<file path="config.mk">
export PLATFORM = sky130hd
export DESIGN_NAME = param_sequence_detector
export DESIGN_NICKNAME = d
export VERILOG_FILES = /design/src/rtl/param_sequence_detector.sv
export SDC_FILE = /design/constraint.sdc
export NUM_CORES = 1
export LEC_CHECK = 0
export CORE_UTILIZATION = 40
export DETAILED_ROUTE_END_ITERATION = 6
export HOLD_SLACK_MARGIN = 0.02
export PLACE_DENSITY_LB_ADDON = 0.08
export REMOVE_ABC_BUFFERS = 1
export SKIP_CTS_REPAIR_TIMING = 1
export SLEW_MARGIN = 20
export SYNTH_ARGS = -nofsm -noshare
export SYNTH_HDL_FRONTEND = slang
export SYNTH_SLANG_ARGS = --single-unit
export TNS_END_PERCENT = 5
</file>
<file path="constraint.sdc">
create_clock -name clk -period 4.7 [get_ports clk]
set_input_delay 0.47 -clock clk [delete_from_list [all_inputs] [get_ports clk]]
set_output_delay 0.47 -clock clk [all_outputs]
set_load 0.005 [all_outputs]
</file>
<file path="src/rtl/param_sequence_detector.sv">
// Sliding-window sequence detector with a run-time writable pattern,
// overlap/non-overlap match modes, a saturating match counter and a fill level.
module param_sequence_detector #(
  parameter int unsigned DATA_W  = 3,
  parameter int unsigned SEQ_LEN = 8,
  parameter int unsigned CNT_W   = 8,
  parameter logic [DATA_W*SEQ_LEN-1:0] RESET_PATTERN =
    24'b101_011_110_110_000_110_101_001
) (
  input  logic                           clk,
  input  logic                           reset_n,
  input  logic [DATA_W-1:0]              data,
  input  logic                           data_valid,
  input  logic                           overlap_en,
  input  logic                           clear,
  input  logic                           pat_wr_en,
  input  logic [$clog2(SEQ_LEN)-1:0]     pat_wr_addr,
  input  logic [DATA_W-1:0]              pat_wr_data,
  output logic                           sequence_found,
  output logic [CNT_W-1:0]               match_count,
  output logic [$clog2(SEQ_LEN+1)-1:0]   fill_level
);

  localparam int unsigned PAT_W  = DATA_W * SEQ_LEN;
  localparam int unsigned FILL_W = $clog2(SEQ_LEN + 1);

  // Slot k occupies bits [k*DATA_W +: DATA_W]; slot 0 is the oldest symbol,
  // which lines up the window bit-for-bit with the pattern layout.
  logic [PAT_W-1:0]  window;
  logic [PAT_W-1:0]  pattern;

  logic [PAT_W-1:0]  window_shift_c;
  logic [FILL_W-1:0] fill_inc_c;
  logic              accept_c;
  logic              pat_wr_ok_c;
  logic              match_c;

  always_comb begin
    window_shift_c = {data, window[PAT_W-1:DATA_W]};
    fill_inc_c     = (fill_level == FILL_W'(SEQ_LEN)) ? fill_level
                                                      : fill_level + FILL_W'(1);
    accept_c       = data_valid && !pat_wr_en && !clear;
    pat_wr_ok_c    = pat_wr_en && (32'(pat_wr_addr) < SEQ_LEN);
    match_c        = accept_c && (fill_inc_c == FILL_W'(SEQ_LEN)) &&
                     (window_shift_c == pattern);
  end

  // clear outranks pattern writes, which outrank symbol acceptance.
  always_ff @(posedge clk or negedge reset_n) begin
    if (!reset_n) begin
      window         <= '0;
      pattern        <= RESET_PATTERN;
      fill_level     <= '0;
      match_count    <= '0;
      sequence_found <= 1'b0;
    end else begin
      sequence_found <= match_c;
      if (clear) begin
        fill_level  <= '0;
        match_count <= '0;
      end else if (pat_wr_ok_c) begin
        pattern[32'(pat_wr_addr)*DATA_W +: DATA_W] <= pat_wr_data;
        fill_level <= '0;
      end else if (accept_c) begin
        window     <= window_shift_c;
        fill_level <= (match_c && !overlap_en) ? '0 : fill_inc_c;
        if (match_c && (match_count != '1)) begin
          match_count <= match_count + CNT_W'(1);
        end
      end
    end
  end

endmodule

</file>
Word level (Yosys, flattened, before mapping):

Cells that the tools add are included.

* flip-flop bits (word level): 61
* input bits: 15

* reduce and logical (&&, ||, !) cells: 15
* $add $sub $neg: 3
* multipliers: 1
* shift operators: 2
* bitwise gates (word level): 2
* eq/ne operators: 5
* mux-type cells: 10

Operator list (count)
* 5-bit negator with 34-bit output: 1
* 3-bit by 34-bit variable shift with 24-bit output (first input constant): 1
* 3-bit by 34-bit variable part select with 24-bit output: 1
* 8-bit 2-to-1 mux: 4
* 24-bit bitwise mux: 1
* 24-bit == test: 1
* 4-bit 2-to-1 mux: 5
* 8-bit by 1-bit adder with 8-bit output (second input constant): 1
* 4-bit == test (second input constant): 2
* 8-bit inequality test (second input constant): 1
* 1-bit logical AND: 6
* 3-bit AND reduction: 2
* 3-bit by 2-bit multiplier with 5-bit output (second input constant): 1
* 4-bit by 1-bit adder with 4-bit output (second input constant): 1
* 2-bit nonzero test: 2
* 1-bit logical NOT: 3
* 3-bit nonzero test: 1
* 2-bit inequality test (second input constant): 1
* 1-bit inverter: 2
* 2-bit AND reduction: 1

Longest topological paths before layout:

* word-level depth: 10
* depth in mapped cells: 8
* gate-level depth less buffers: 8

Worst setup path before layout:

OpenSTA, ideal clock, no wires.

* path kind: input port to flip-flop
* start: in clear
* end: reg match_count[7]
* arrival time: 2162 ps
* setup time: 136 ps
* slack: 2402 ps
* stages on the path: 7
* required time: 4564 ps
* cell sequence: buf_2 -> nor3b_4 -> nand4_1 -> or4b_1 -> or3_4 -> o311ai_1 -> o41ai_1

* longest elaborated chain between the ends: 7

Ends and longest elaborated chain
* start, declared: RTL line 15 `input logic clear,`
* 1-bit logical NOT: RTL line 42 `accept_c = data_valid && !pat_wr_en && !clear;`
* 1-bit logical AND: RTL line 42
* 1-bit logical AND (2 in a row): RTL line 44 `match_c = accept_c && (fill_inc_c == FILL_W'(SEQ_LEN)) &&`
* 1-bit logical AND: RTL line 67 `if (match_c && (match_count != '1)) begin`
* 2-bit nonzero test (no source line)
* 3-bit AND reduction (no source line)
* end signal, assigned: RTL line 68 `match_count <= match_count + CNT_W'(1);`
* end, declared: RTL line 20 `output logic [CNT_W-1:0] match_count,`

Parallel ways exist; a longest one is shown, timed or not.
A chain may end at the register's enable or synchronous reset.

Worst setup path in the final report:

Same ends and word-level chain as after synthesis.

==> key figures <==
Power
  • Switching power share of the total: between 20% and 30%
  • Power spent charging and discharging nets: around 450 uW
  • Largest voltage drop on the vdd net: 0.213 mV
  • Cell-internal power: 1070 uW
  • Power Dens Cells: 432 nW/um2
  • Leakage power of the design: 0.00145 uW
  • Clock share of power: 29.5%
  • Register share of total power: 48.5%
  • Total design power: 1520 uW
  • Fraction of power consumed by combinational cells: 22.0%

Critical path
  • Capturing element type of the critical path: flop
  • Kind of critical path: in -> reg
  • Master of the slowest instance on the critical path: sky130_fd_sc_hd__clkdlybuf4s50_1
  • CP cell instances: clkdlybuf4s50_1 > nor3b_4 > buf_4 > nand4_1 > or4b_1 > or3_4 > o311ai_1 > o41ai_1
  • Crit path launch type: primary input
  • Critical-path maximum fanout: 23
  • Maximum cell stage delay along the critical path: 0.74 ns
  • Critical path data required time: 4.88 ns
  • Arrival @ worst endpoint: ~3.2 ns
  • Worst reg-to-reg path cell count: 8

Placement
  • Count of port buffers added during placement: 27
  • RD Place Congestion: 0.829
  • Number of cells in the design after placement: 368
  • Worst-case setup slack after placement: 1.35 ns
  • HPWL after detailed placement: 4720 um

Logic synthesis
  • Async S/R FF share, synth: 100%
  • Number of flip-flops and latches in the synthesized netlist: between 50 and 60
  • Main flop type after synthesis: sky130_fd_sc_hd__dfrtp_1
  • Count of flip-flops with a built-in enable after synthesis: 0
  • Cell variety after synth: 45
  • Post-Syn Area: ~3000 um2
  • Warning count from the yosys run: 0
  • Mean Syn Cell Area: 11.9 um2
  • Sequential cell area fraction in the yosys report: 49.7%
  • Cells after synthesis: ~250

Clock tree
  • Root buffer selected by CTS: sky130_fd_sc_hd__clkbuf_8
  • TritonCTS clock tree: yes
  • Latest clock arrival within the worst-skew pair: roughly 0.33 ns
  • Maximum level of the CTS H-tree: 3
  • Max clock buf depth: 2
  • Number of buffers inserted during clock tree synthesis: 9
  • TritonCTS Sinks: 58
  • Clock-pin slew on the worst setup and hold paths: approximately 0.06 ns

Global routing
  • Global-route wire length before repair: 10500 um
  • Global Route Usage Sum: a little under a fifth
  • Number of antenna violations at the first check in global routing: 0
  • Total grt overflow: 0
  • Vias in the first global route: 1986
  • Pin count of the biggest net entering global routing: 59

Timing
  • Transition time at the pin with the least slew margin: 0.736 ns
  • Number of max-slew violations in the final report: 0
  • Final critical-path setup slack: between 1.5 and 2 ns
  • RSZ-0062 raised after global routing: no
  • Fin. Hold Viols: 0
  • Time the worst path needs with I/O delays and setup: 3.02 ns
  • Setup TNS after final layout: 0 ns
  • Peak Freq: 0.331 GHz
  • Final setup violation count: 0
  • Final hold slack: 0.284 ns
  • Normalized max-slew margin: between 50 and 60%
  • Setup Skew: 0.00636 ns
  • Final Cycle Share: 64.3%

Floorplan
  • Starting utilization of the core area: 42.5%
  • Width of the die: a little under 90 um
  • IO Count: 28
  • Site row count: 30
  • Die Span Y: 87.9 um
  • Die Footprint: 7730 um2
  • Floorplan Core Area: 6940 um2

Cells and area
  • Number of standard cells in the final layout excluding fillers: between 300 and 400
  • Final nets: 304
  • Fraction of layout instances using a drive strength above 1: about a quarter
  • Most common cell after layout, fill and taps aside: sky130_fd_sc_hd__dfrtp_1
  • Relative area change from synthesis to final layout: 19.2%
  • Count of antenna diodes in the layout: 0
  • Top library cells by usage in the layout, fill and taps aside: 45 x sky130_fd_sc_hd__dfrtp_1, 39 x sky130_fd_sc_hd__mux2_2, 26 x sky130_fd_sc_hd__clkdlybuf4s50_1

Detailed routing
  • Post-route DRC violation count: 0
  • Vias/cell: 5.24
  • WL/cell: roughly 17 um
  • Drt pass-1 iters: 4
  • Total Wirelength: 6430 um
  • Routed via count: roughly 2.0k
  • Post-route antenna net violation count: 0
  • Violation count after the first detailed-route iteration: 100

Run
  • Max-cap violation count: 0

Status
  • Status: completed

Worst hold path
  • Min-Delay Path Class: in -> async
## final cells by class
cell class	instances	area, um2
multi-input combinational	179	1440
tap	96	120
clock inverter	3	40.0
clock buffer	13	149
inverter	6	22.5
sequential	58	1470
timing repair buffer	29	280
fill	624	3430
## registers in the layout, summed over array words and instances, names as in the netlist
register        count
pattern            24
window             21
match_count         8
fill_level          4
sequence_found      1
## kinds of logic (layout without fill, tap and decap cells)
family / after synthesis / in the layout / synth area share, %
and+or+nand+nor: 80 / 80 / 16.8
DFF: 58 / 58 / 49.7
muxes: 42 / 42 / 15.9
xor gates and xnor gates: 28 / 28 / 8.31
AOI/OAI and AO/OA: 23 / 23 / 5.13
buffers and inverters: 11 / 51 / 1.57
adders and majority gates: 6 / 6 / 2.54
## cells in the mapped netlist (2+ instances only)
cell                       instances  area share (%)
sky130_fd_sc_hd__dfrtp_1          45              38
sky130_fd_sc_hd__mux2_2           39              15
sky130_fd_sc_hd__nand2_1          18             2.3
sky130_fd_sc_hd__xor2_1           15             4.4
sky130_fd_sc_hd__dfstp_2          13              12
sky130_fd_sc_hd__xnor2_1          13             3.9
sky130_fd_sc_hd__nor2_1           12             1.5
sky130_fd_sc_hd__o21ai_0           8             1.4
sky130_fd_sc_hd__ha_1              6             2.5
sky130_fd_sc_hd__inv_1             6            0.76
sky130_fd_sc_hd__nand3_1           6             1.0
sky130_fd_sc_hd__nand4_1           5             1.1
sky130_fd_sc_hd__nor3_1            5            0.85
sky130_fd_sc_hd__nor4_1            5             1.1
sky130_fd_sc_hd__a21oi_1           4            0.68
sky130_fd_sc_hd__and3_1            4            0.85
sky130_fd_sc_hd__nor2b_1           4            0.85
sky130_fd_sc_hd__nand3b_1          3            0.76
sky130_fd_sc_hd__nor4b_1           3            0.89
sky130_fd_sc_hd__o211ai_1          3            0.76
sky130_fd_sc_hd__and3b_1           2            0.59
sky130_fd_sc_hd__clkbuf_1          2            0.25
sky130_fd_sc_hd__mux2i_1           2            0.68
sky130_fd_sc_hd__nor3b_1           2            0.51
sky130_fd_sc_hd__nor3b_4           2             1.3
sky130_fd_sc_hd__o41ai_1           2            0.59
## power by group through the flow
| stage | registers [uW] | logic (uW) | clock network, uW |
|---|---|---|---|
| global route | 753 | 367 | 485 |
| global placement | 746 | 331 | 0 |
| detailed placement | 747 | 334 | 0 |
| floorplan | 712 | 252 | 0 |
| CTS | 739 | 336 | 464 |
| finish | 738 | 334 | 448 |
## path summary, 6_finish.rpt
path	from	end	slack, ns
max in group asynchronous	reset_n	pattern[1]	3.93
min reg2reg	pattern[21]	pattern[21]	0.48
min in group clk	pattern[21]	pattern[21]	0.48
min	reset_n	fill_level[0]	0.28
max	clear	match_count[7]	1.68
max reg2reg	fill_level[0]	match_count[3]	2.21
## stage by stage
step,util [%],area [um2]
global placement,47.9,3330
detailed placement,47.9,3330
CTS,50.7,3520
floorplan,-,2930
global route,50.7,3520
finish,50.7,3520
## routing by layer
layer	part of all wire (%)	vias up	global-route usage [%]
li1	-	967	-
met1	48	1002	24.7
met2	48	33	30.2
met3	3.2	10	4.90
met4	1.3	0	6.71
met5	0	-	0
## worst max-delay path, delay by kind of cell
kind            cells  cell delay (ns)
compound gates      2             0.39
simple gates        4             1.29
buf+inv             2             1.06
Power figures use the tool's default switching activity.
